### src/rtl/mips_pipe_pkg.sv
// Shared constants and helpers for the elastic inter-stage pipeline.
// Popcount feeds the optional flush counter (PIPE_PERF_CNT_EN).
package mips_pipe_pkg;

  localparam logic [31:0] MIPS_NOP  = 32'h0000_0000;
  localparam int          MAX_DEPTH = 8;

  function automatic logic [3:0] popcount(input logic [MAX_DEPTH-1:0] v);
    logic [3:0] n;
    n = '0;
    for (int i = 0; i < MAX_DEPTH; i++) begin
      n = n + 4'(v[i]);
    end
    return n;
  endfunction

endpackage

### src/rtl/mips_elastic_pipe_slot.sv
// One pipeline slot: a valid bit plus a payload register.
// Flush beats load and hold; an invalid source loads NOP_VALUE.
module pipe_slot
  import mips_pipe_pkg::*;
#(
  parameter int              DATA_W    = 64,
  parameter logic [DATA_W-1:0] NOP_VALUE = {DATA_W{1'b0}}
) (
  input  logic              clk,
  input  logic              reset,
  input  logic              load,
  input  logic              flush,
  input  logic              src_valid,
  input  logic [DATA_W-1:0] src_data,
  output logic              valid_q,
  output logic [DATA_W-1:0] data_q
);

  always_ff @(posedge clk) begin
    if (reset || flush) begin
      valid_q <= 1'b0;
      data_q  <= NOP_VALUE;
    end else if (load) begin
      valid_q <= src_valid;
      data_q  <= src_valid ? src_data : NOP_VALUE;
    end
  end

endmodule

### src/rtl/mips_elastic_pipe.sv
// Elastic DEPTH-slot pipeline with valid/ready, stall, flush, bubble collapse.
// Optional performance counters under `PIPE_PERF_CNT_EN.
module mips_elastic_pipe
  import mips_pipe_pkg::*;
#(
  parameter int                DATA_W    = 64,
  parameter int                DEPTH     = 2,
  parameter logic [DATA_W-1:0] NOP_VALUE = {DATA_W{1'b0}},
  parameter int                CNT_W     = 32
) (
  input  logic              clk,
  input  logic              reset,
  input  logic              in_Valid,
  input  logic [DATA_W-1:0] in_Data_dw,
  output logic              o_Ready,
  input  logic              in_Ready,
  output logic              o_Valid,
  output logic [DATA_W-1:0] o_Data_dw,
  input  logic              in_Stall,
  input  logic [DEPTH-1:0]  in_Flush_dw,
  output logic [DEPTH-1:0]  o_StageValid_dw
`ifdef PIPE_PERF_CNT_EN
  ,
  output logic [CNT_W-1:0]  o_StallCycles_dw,
  output logic [CNT_W-1:0]  o_BubbleCycles_dw,
  output logic [CNT_W-1:0]  o_FlushCount_dw
`endif
);

  if (DEPTH < 1 || DEPTH > MAX_DEPTH) begin : g_bad_depth
    $error("DEPTH out of range");
  end

  logic [DEPTH-1:0]  valid_q;
  logic [DEPTH-1:0]  rdy;
  logic [DEPTH-1:0]  src_v;
  logic [DATA_W-1:0] src_d  [DEPTH];
  logic [DATA_W-1:0] data_q [DEPTH];

  // Ready ripples from the output back to slot 0, so empty slots
  // absorb items even while later slots are blocked.
  always_comb begin
    logic r;
    rdy = '0;
    r   = in_Ready;
    for (int i = DEPTH - 1; i >= 0; i--) begin
      rdy[i] = (~valid_q[i] | r) & ~in_Stall;
      r      = rdy[i];
    end
  end

  always_comb begin
    src_v    = '0;
    src_v[0] = in_Valid;
    src_d[0] = in_Data_dw;
    for (int i = 1; i < DEPTH; i++) begin
      src_v[i] = valid_q[i-1];
      src_d[i] = data_q[i-1];
    end
  end

  for (genvar i = 0; i < DEPTH; i++) begin : g_slot
    pipe_slot #(
      .DATA_W    (DATA_W),
      .NOP_VALUE (NOP_VALUE)
    ) u_slot (
      .clk       (clk),
      .reset     (reset),
      .load      (rdy[i]),
      .flush     (in_Flush_dw[i]),
      .src_valid (src_v[i]),
      .src_data  (src_d[i]),
      .valid_q   (valid_q[i]),
      .data_q    (data_q[i])
    );
  end

  assign o_Ready         = rdy[0] & ~reset;
  assign o_Valid         = valid_q[DEPTH-1] & ~in_Stall;
  assign o_Data_dw       = data_q[DEPTH-1];
  assign o_StageValid_dw = valid_q;

`ifdef PIPE_PERF_CNT_EN
  logic [CNT_W-1:0] stall_cnt;
  logic [CNT_W-1:0] bubble_cnt;
  logic [CNT_W-1:0] flush_cnt;
  logic [CNT_W:0]   flush_sum;

  assign flush_sum = {1'b0, flush_cnt}
    + (CNT_W+1)'(popcount(MAX_DEPTH'(in_Flush_dw & valid_q)));

  always_ff @(posedge clk) begin
    if (reset) begin
      stall_cnt  <= '0;
      bubble_cnt <= '0;
      flush_cnt  <= '0;
    end else begin
      if (in_Stall && stall_cnt != '1)
        stall_cnt <= stall_cnt + 1'b1;
      if (!in_Stall && !valid_q[DEPTH-1] && bubble_cnt != '1)
        bubble_cnt <= bubble_cnt + 1'b1;
      flush_cnt <= flush_sum[CNT_W] ? '1 : flush_sum[CNT_W-1:0];
    end
  end

  assign o_StallCycles_dw  = stall_cnt;
  assign o_BubbleCycles_dw = bubble_cnt;
  assign o_FlushCount_dw   = flush_cnt;
`endif

endmodule

### config.mk
export PLATFORM = sky130hd
export DESIGN_NAME = mips_elastic_pipe
export DESIGN_NICKNAME = d
export VERILOG_FILES = /design/src/rtl/mips_pipe_pkg.sv /design/src/rtl/mips_elastic_pipe_slot.sv /design/src/rtl/mips_elastic_pipe.sv
export SDC_FILE = /design/constraint.sdc
export NUM_CORES = 1
export LEC_CHECK = 0
export CAP_MARGIN = 10
export CORE_MARGIN = 8
export CORE_UTILIZATION = 48
export CTS_CLUSTER_DIAMETER = 150
export DETAILED_ROUTE_END_ITERATION = 16
export PLACE_DENSITY_LB_ADDON = 0.2
export SLEW_MARGIN = 20
export SYNTH_ARGS = -nofsm -noshare
export SYNTH_HDL_FRONTEND = slang
export SYNTH_SLANG_ARGS = --single-unit
export TNS_END_PERCENT = 50
### constraint.sdc
create_clock -name clk -period 1.5 [get_ports clk]
set_input_delay 0.3 -clock clk [delete_from_list [all_inputs] [get_ports clk]]
set_output_delay 0.3 -clock clk [all_outputs]
set_load 0.05 [all_outputs]
* Word-level counts from Yosys, hierarchy flattened *
Index checks and enable logic that the tools add are counted.

cells by class
  bitwise gates (word level) = 10
  mux-type cells = 2
  reduce and logical (&&, ||, !) cells = 2

operator list
  operator            number
  $mux W64            2
  $and A1 B1 Y1       4
  $not A1 Y1          4
  $logic_or A1 B1 Y1  2
  $or A1 B1 Y1        2

word-level totals
  logic and storage cells = 18
  flip-flop bits (word level) = 130
  output and inout port bits = 68

* Depth between registers and ports, before layout *
Gate-level depths: netlist (run 1).

  depth after elaboration = 6
  depth in mapped cells = 6
  depth with buffers taken out = 3

* Hierarchy *
Synthesis (run 1) repeated with hierarchy kept, for this count alone.

second synthesis, totals
  cell total of the unflattened synthesis = 582
  area total of the unflattened synthesis = 5510.3 µm²

modules (own cells, without submodules)
  module             cells each  sequential area each (µm²)  instances  area each (µm²)
  pipe_slot          288         1301.2                      2          2736.4
  mips_elastic_pipe  6           0.0                         1          37.5

* Worst setup path after synthesis (run 1) *
No wires, ideal clock.

  kind = input -> output
  from = input port in_Stall
  to = output port o_Ready
  arrival time = 1.528 ns
  cell stages on the path = 5
  buffers on the path = 2
  path slack = -0.328 ns
  cell sequence = buf_2 inv_2 clkbuf_1 nand2_1 nor2_1

on the way
  cells in the longest elaborated chain, start to end = 5

ends and longest elaborated chain
  element            line                     source
  from (decl)        mips_elastic_pipe.sv:19  input logic in_Stall,
  $not A1 Y1 (*)     mips_elastic_pipe.sv:47  rdy[i] = (~valid_q[i] | r) & ~in_Stall;
  $and A1 B1 Y1      mips_elastic_pipe.sv:47
  $or A1 B1 Y1       mips_elastic_pipe.sv:47
  $and A1 B1 Y1 (*)  mips_elastic_pipe.sv:47
  $and A1 B1 Y1 (*)  mips_elastic_pipe.sv:78  assign o_Ready = rdy[0] & ~reset;
  to (decl)          mips_elastic_pipe.sv:15  output logic o_Ready,

Every way passes the cells marked *; elsewhere a longest branch is shown, timed or not.

* Worst setup path in the final report (run 1) *
  from = register g_slot[0].u_slot.valid_q
  to = output port o_Ready

on the way
  cells in the longest elaborated chain, start to end = 4

ends and longest elaborated chain
  element                 line                          source
  from (decl)             mips_elastic_pipe_slot.sv:15  output logic valid_q,
  from (signal assigned)  mips_elastic_pipe_slot.sv:24  valid_q <= src_valid;
  $not A1 Y1              mips_elastic_pipe.sv:47
  $or A1 B1 Y1            mips_elastic_pipe.sv:47
  $and A1 B1 Y1           mips_elastic_pipe.sv:47
  $and A1 B1 Y1           mips_elastic_pipe.sv:78

No other way between the ends.

==> key figures, run 1 <==
Status
  • Status: finished, violations left
  • Failing checks: negative setup slack

Synthesis
  • Synth top cells by count: 130 x dfxtp_1, 67 x buf_4, 66 x a21oi_1
  • Most frequent cell after synthesis: dfxtp_1
  • Syn Inst Count: 524
  • Distinct cell type count after synthesis: 22
  • Post-synth EDFFs: 0
  • Synth top area share: 0.511
  • Syn_nets: roughly 600
  • Area of the mapped netlist: between 5000 and 6000 um^2
  • Sequential area share after synthesis: 0.511
  • Post-synth ARST share: 0
  • Number of register bits inferred by synthesis: 130
  • Area leader, netlist: dfxtp_1
  • Ranking of synthesized cells by area: dfxtp_1 51%, a22o_1 11%, buf_4 9.9%, nand4_1 7.9%, a21oi_1 6.5%
  • Avg Cell Area, Syn: between 9 and 10 um^2
  • Ys Warns: 0
  • Ys flop type: dfxtp_1

STA
  • Final setup fails: 3
  • Worst Skew: roughly 0.0075 ns
  • Final WS setup: -0.143 ns
  • Clock period minus worst slack: around 1.6 ns
  • Hold Vio Cnt, Final: 0
  • Slew @ Worst Pin: approximately 0.48 ns
  • Fin crit share: 1.10
  • RSZ-0062 raised after global routing: yes
  • Maximum clock frequency: a little over 600 MHz
  • Rel. slew slack: 0.681
  • Fin Setup TNS: -0.340 ns
  • Pins Over Slew Limit: 0

Final layout
  • Area Overhead vs Synth: 46.3%
  • Layout cell share with drive strength beyond 1: 0.227
  • Nets: around 660
  • Final core utilization: 0.722
  • Ant diodes: 0
  • Post-Layout Cell Count: between 700 and 800

Floorplanning
  • Initial core utilization: 0.494
  • Die Width: around 120 um
  • Std cell rows: 37
  • DIE AREA: approximately 14000 um^2
  • Ports: about 140
  • Core Area: 10300 um^2
  • Die Y: approximately 120 um

Drt
  • Detailed-route via count: 4301
  • Detailed Route WL: approximately 14000 um
  • DR DRC count: 0
  • Post-DR vias/cell: ~5.9
  • Routed Antenna Nets: 0
  • Drt first pass iters: 5
  • Initial DRC count: just under 500
  • WL/cell: just under 20 um

Placement
  • PortBufs: ~140
  • Placed insts: 700
  • DP Wirelength: about 9400 um
  • Placer Congestion: slightly below 0.8

Pwr
  • Pwr/cell area: between 1000 and 1500 nW/um^2
  • Pleak: roughly 2.6 nW
  • Worst ir drop on vdd: approximately 0.7 mV

Worst setup path
  • CP required: between 1 and 1.5 ns
  • Startpoint Class: register
  • CP arrival: between 1 and 1.5 ns
  • Critical path type: register to primary output
  • Crit-path max FO: 3
  • Worst-path cell chain: nand3b_1 -> nand2_1 -> nor2_2 -> buf_12
  • Slowest stage cell on the critical path: dfxtp_2
  • CP top delay family: simple AND/OR/NAND/NOR gates
  • CP endpoint kind: primary output
  • Crit-path max cell delay: 0.34 ns
  • Worst Path Buf+Inv: 1

CTS
  • TritonCTS clock tree: built
  • Reg clk slew, reported paths: about 0.060 ns
  • CTS H-tree lvls: 4
  • Cts bufs inserted: 17
  • CTS sink count: 130
  • Clock Tree Buf Depth: 2
  • Clk root buf: clkbuf_8
  • Clk_lat worst skew: 0.51 ns

Global routing
  • Vias in the first global route: around 4300
  • Congestion Overflow GR: 0
  • First-pass GRT wire length: 22800 um
  • Largest net degree at the start of global routing: 66
  • Initial antenna violation count: 0
  • Total track usage: 0.198

Flow run
  • Max Cap Violations: 0

Min path
  • Class of the worst hold path: input pin to register
-- timing repair --
item                                   4_1_cts  5_1_grt
endpoints found under the hold margin        0        0
gates resized for setup                      5        2
setup endpoints to repair                    3        3
hold buffers                                 0        0
setup buffers                                1        1
pin swaps                                    1        2
-- logic make-up (layout without fill, tap and decap cells) --
| logic type | count (synthesis) | after routing | share of synthesized area |
|---|---|---|---|
| and+or+nand+nor | 75 | 75 | 0.0923 |
| AOI/OAI and AO/OA | 197 | 197 | 0.243 |
| buffers and inverters | 122 | 196 | 0.154 |
| DFF | 130 | 130 | 0.511 |
-- through the flow --
step	cell area, um^2	hold slack [ns]	setup WS [ns]	power (mW)
after floorplan	5100	0.433	-0.122	3.77
after global placement	6840	0.456	-0.316	4.04
after detailed placement	6840	0.457	-0.349	4.05
after CTS	7440	0.230	-0.142	8.02
after global routing	7460	0.273	-0.193	8.20
final	7460	0.251	-0.143	7.98
-- registers in the layout, summed over array words and instances, names as in the netlist --
signal and count:
g_slot.u_slot.data_q 128, g_slot.u_slot.valid_q 2
-- placed cells by master, fill, tap and decap left out, types with 2 or more instances in the layout --
| cell type | synthesis | final |
|---|---|---|
| bufinv_16 | 0 | 2 |
| clkbuf_8 | 0 | 2 |
| inv_6 | 0 | 4 |
| dfxtp_1 | 130 | 128 |
| buf_6 | 7 | 2 |
| clkinv_4 | 0 | 3 |
| clkbuf_16 | 0 | 16 |
| buf_12 | 0 | 76 |
| buf_4 | 67 | 14 |
| nand4_1 | 64 | 64 |
| clkdlybuf4s50_1 | 0 | 68 |
| dfxtp_2 | 0 | 2 |
| nor2b_4 | 0 | 2 |
| a22o_1 | 64 | 64 |
| a21oi_1 | 66 | 66 |
| o21ai_1 | 30 | 30 |
| o21ai_0 | 36 | 36 |
| clkinvlp_4 | 0 | 3 |
| clkinv_2 | 0 | 2 |
-- worst register-to-register path, cell delays in order (launching register included) --
cell	delay (ns)
dfxtp_2	0.35
nand3b_1	0.13
buf_4	0.16
buf_6	0.11
nor3b_4	0.16
buf_12	0.18
a22o_1	0.25
-- path summary, 6_finish.rpt --
path	depth (start not counted)	slack, ns	startpoint	endpoint
max	4	-0.14	g_slot[0].u_slot.valid_q$_SDFFE_PP0P_	o_Ready
min	4	0.25	in_Stall	g_slot[1].u_slot.data_q[4]$_SDFFE_PP0P_
max reg2reg	6	0.04	g_slot[0].u_slot.valid_q$_SDFFE_PP0P_	g_slot[0].u_slot.data_q[32]$_SDFFE_PP0P_
min reg2reg	2	0.47	g_slot[0].u_slot.data_q[50]$_SDFFE_PP0P_	g_slot[1].u_slot.data_q[50]$_SDFFE_PP0P_
-- metal layers --
metal | up-vias | GRT usage | wire length, um
met1 | 2065 | 0.231 | 5660
met2 | 208 | 0.328 | 7230
met5 | - | 0 | 0
met3 | 30 | 0.0586 | 1220
li1 | 1998 | - | -
met4 | 0 | 0.0917 | 285
-- report_power, final --
group	internal, mW	switching, mW
clock network	2.43	1.57
logic	0.248	0.220
registers	3.49	0.0230
total	6.17	1.82
-- area by class of cell --
type | count | area (um^2)
fillers | 738 | 2870
well taps | 136 | 170
clock buffers | 18 | 428
multi-input cells | 272 | 1730
inverters | 1 | 3.75
clock inverters | 14 | 154
flip-flops and latches | 130 | 2610
repair buffers | 163 | 2360
Note: power is estimated with default switching activity, not from simulation.
==> run 2, diff against run 1 <==
CORE_UTILIZATION = 52   (was 48)
PLACE_DENSITY = 0.84   (was unset)
PLACE_DENSITY_LB_ADDON = unset   (was 0.2)
clock period = 1.9 ns   (was 1.5 ns; I/O delays follow)
==> key figures, run 2 (same netlist as run 1, synthesis figures left out) <==
Final layout
  • Reg with most FFs: g_slot.u_slot.data_q
  • Max reg flops: 128 (unchanged)
  • Ant diodes: 0 (unchanged)
  • Final core utilization: 0.693 (-0.0289)
  • Layout cell share with drive strength beyond 1: 0.119 (-0.108)
  • Most common cell after layout, fill and taps aside: dfxtp_1
  • Largest regs: g_slot.u_slot.data_q (128), g_slot.u_slot.valid_q (2)
  • Final instance area: 6680 um^2 (-10%)
  • Nets: 653 (-0.46%)
  • Commonest non-fill, non-tap cells in the layout: 128 x dfxtp_1, 69 x clkdlybuf4s50_1, 66 x a21oi_1, 64 x a22o_1, 64 x nand4_1
  • Area Overhead vs Synth: 31.1%

CTS
  • CTS H-tree lvls: 4 (unchanged)
  • Clock Tree Buf Depth: 2 (unchanged)
  • CTS sink count: 130 (unchanged)
  • TritonCTS clock tree: built
  • Reg clk slew, reported paths: 0.06 ns (about the same)
  • Clk_lat worst skew: 0.51 ns (about the same)
  • Cts bufs inserted: 17 (unchanged)
  • Clk root buf: clkbuf_8

STA
  • Slew @ Worst Pin: 0.560 ns (+0.0821 ns)
  • Fin crit share: 0.955
  • Final setup fails: 0 (-3)
  • Final WS setup: 0.0863 ns (+0.229 ns)
  • Rel. slew slack: 0.628 (-0.0533)
  • Worst Skew: 0.00436 ns (-0.00312 ns)
  • Hold Vio Cnt, Final: 0 (unchanged)
  • Fin Setup TNS: 0 ns (+0.340 ns)
  • Clock period minus worst slack: ~1.8 ns
  • Maximum clock frequency: 551 MHz
  • Pins Over Slew Limit: 0 (unchanged)
  • RSZ-0062 raised after global routing: no

Status
  • Status: finished clean

Drt
  • Post-DR vias/cell: 5.87 (+0.14%)
  • Initial DRC count: 317 (-35%)
  • Drt first pass iters: 5 (unchanged)
  • Detailed-route via count: 4272 (-0.67%)
  • Routed Antenna Nets: 0 (unchanged)
  • DR DRC count: 0 (unchanged)
  • WL/cell: 19.4 um (-1.2%)
  • Detailed Route WL: 14100 um (-2.0%)

Floorplanning
  • Die Width: 115 um (-3.4%)
  • Core Area: 9640 um^2 (-6.6%)
  • DIE AREA: 13200 um^2 (-6.7%)
  • Std cell rows: 36 (-2.7%)
  • Ports: 139 (unchanged)
  • Die Y: 115 um (-3.4%)
  • Initial core utilization: 0.529 (+0.0351)

Worst setup path
  • Setup slack, reg-to-reg: 0.31 ns (+0.27 ns)
  • Critical path type: register to primary output
  • Reg2reg start: g_slot[0].u_slot.valid_q$_SDFFE_PP0P_
  • Critical Path Sink: o_Data_dw[42]
  • Worst-path cell chain: dlygate4sd2_1
  • CP arrival: 1.43 ns (+0.09 ns)
  • Levels on crit path: 1 (-3)
  • Crit. Startpoint: g_slot[1].u_slot.data_q[42]$_SDFFE_PP0P_
  • CP required: 1.52 ns (+0.32 ns)
  • R2R depth: 4 (-2)
  • Slowest stage cell on the critical path: dlygate4sd2_1
  • Crit-path max FO: 2 (-1)
  • CP top delay family: buffers and inverters
  • Worst Path Buf+Inv: 1 (unchanged)
  • Startpoint Class: register
  • FF-to-FF End: g_slot[0].u_slot.valid_q$_SDFFE_PP0P_
  • CP endpoint kind: primary output
  • Crit-path max cell delay: 0.58 ns (+0.24 ns)

Flow run
  • Max Cap Violations: 0 (unchanged)

Placement
  • Placer Congestion: 0.779 (about the same)
  • PortBufs: 138 (unchanged)
  • Place WS: -0.0999 ns (+0.249 ns)
  • DP Wirelength: 9320 um (-1.2%)
  • Placement Cell Area: 6140 um^2 (-10%)

Global routing
  • Total track usage: 0.212 (+0.0140)
  • Most Used Layer, Global Route: met2
  • Vias in the first global route: 4374 (+1.3%)
  • First-pass GRT wire length: 22500 um (-1.4%)
  • Initial antenna violation count: 0 (unchanged)
  • Largest net degree at the start of global routing: 66 (unchanged)
  • Met3 Track Usage GR: 0.0578 (-0.000800)
  • Congestion Overflow GR: 0 (unchanged)
  • Met2 Use GR: 0.350 (+0.0215)
  • Met1 global-route usage: 0.251 (+0.0197)

Pwr
  • Pwr/cell area: 964 nW/um^2 (-10%)
  • Clock Power Share: 0.513 (+0.012)
  • Power share of the combinational group: 0.056 (-0.003)
  • Internal: 5.06 mW (-18%)
  • Part of the power in registers: 0.431 (-0.009)
  • Worst ir drop on vdd: 0.645 mV (-6.5%)
  • Total power: 6.44 mW (-19%)
  • Switching fraction of total power: 0.215 (-0.0124)
  • NetSw: 1.39 mW (-24%)
  • Pleak: 2.61 nW (-1.2%)

Min path
  • Class of the worst hold path: input pin to register
  • Min-delay src: in_Stall
[run 2: per-layer routing]
metal  part of all wire  up-vias
met4              0.025        0
li1                   -     1990
met2               0.48      227
met3              0.088       29
met1               0.41     2026
met5                  0        -
[run 2: final cells by class]
type / count / area [um^2]
Multi-Input combinational cell: 272 / 1730
Inverter: 1 / 3.75
Clock buffer: 21 / 459
Clock inverter: 11 / 151
Sequential cell: 130 / 2610
Tap cell: 133 / 166
Timing Repair Buffer: 160 / 1570
Fill cell: 772 / 2960
[run 2: power by group through the flow]
stage | sequential, mW | combinational, mW | clock [mW]
floorplan | 2.83 | 0.147 | 0
global placement | 2.83 | 0.350 | 0
detailed placement | 2.83 | 0.355 | 0
CTS | 2.77 | 0.357 | 3.32
global route | 2.78 | 0.379 | 3.46
finish | 2.77 | 0.360 | 3.31
[run 2: how the worst min path moves through the flow]
stage	to	slack, ns	depth (start not counted)
2_1_floorplan	g_slot[0].u_slot.data_q[49]$_SDFFE_PP0P_	0.44	1
3_3_place_gp	g_slot[0].u_slot.data_q[28]$_SDFFE_PP0P_	0.46	1
3_5_place_dp	g_slot[0].u_slot.data_q[16]$_SDFFE_PP0P_	0.46	1
4_1_cts	g_slot[0].u_slot.valid_q$_SDFFE_PP0P_	0.32	3
5_1_grt	g_slot[0].u_slot.valid_q$_SDFFE_PP0P_	0.40	3
6_report	g_slot[0].u_slot.valid_q$_SDFFE_PP0P_	0.37	3
[run 2: timing repair]
| action | 4_1_cts | 5_1_grt |
|---|---|---|
| hold buffers | 0 | 0 |
| pin swaps | 1 | 0 |
| gates resized for setup | 61 | 0 |
| endpoints found under the setup margin | 61 | 1 |
| cloned | 0 | 0 |
| buffers inserted | 0 | 1 |
[run 2: per-stage QoR]
stage / hold WS, ns / std cells
2_1_floorplan: 0.442 / 524
3_3_place_gp: 0.456 / 695
3_5_place_dp: 0.456 / 695
4_1_cts: 0.323 / 727
5_1_grt: 0.399 / 728
6_report: 0.370 / 728
==> run 3, diff against run 2 <==
CTS_CLUSTER_DIAMETER = unset   (was 150)
==> results of run 3 <==
Final layout, timing and power as in run 2 (identical DEF).
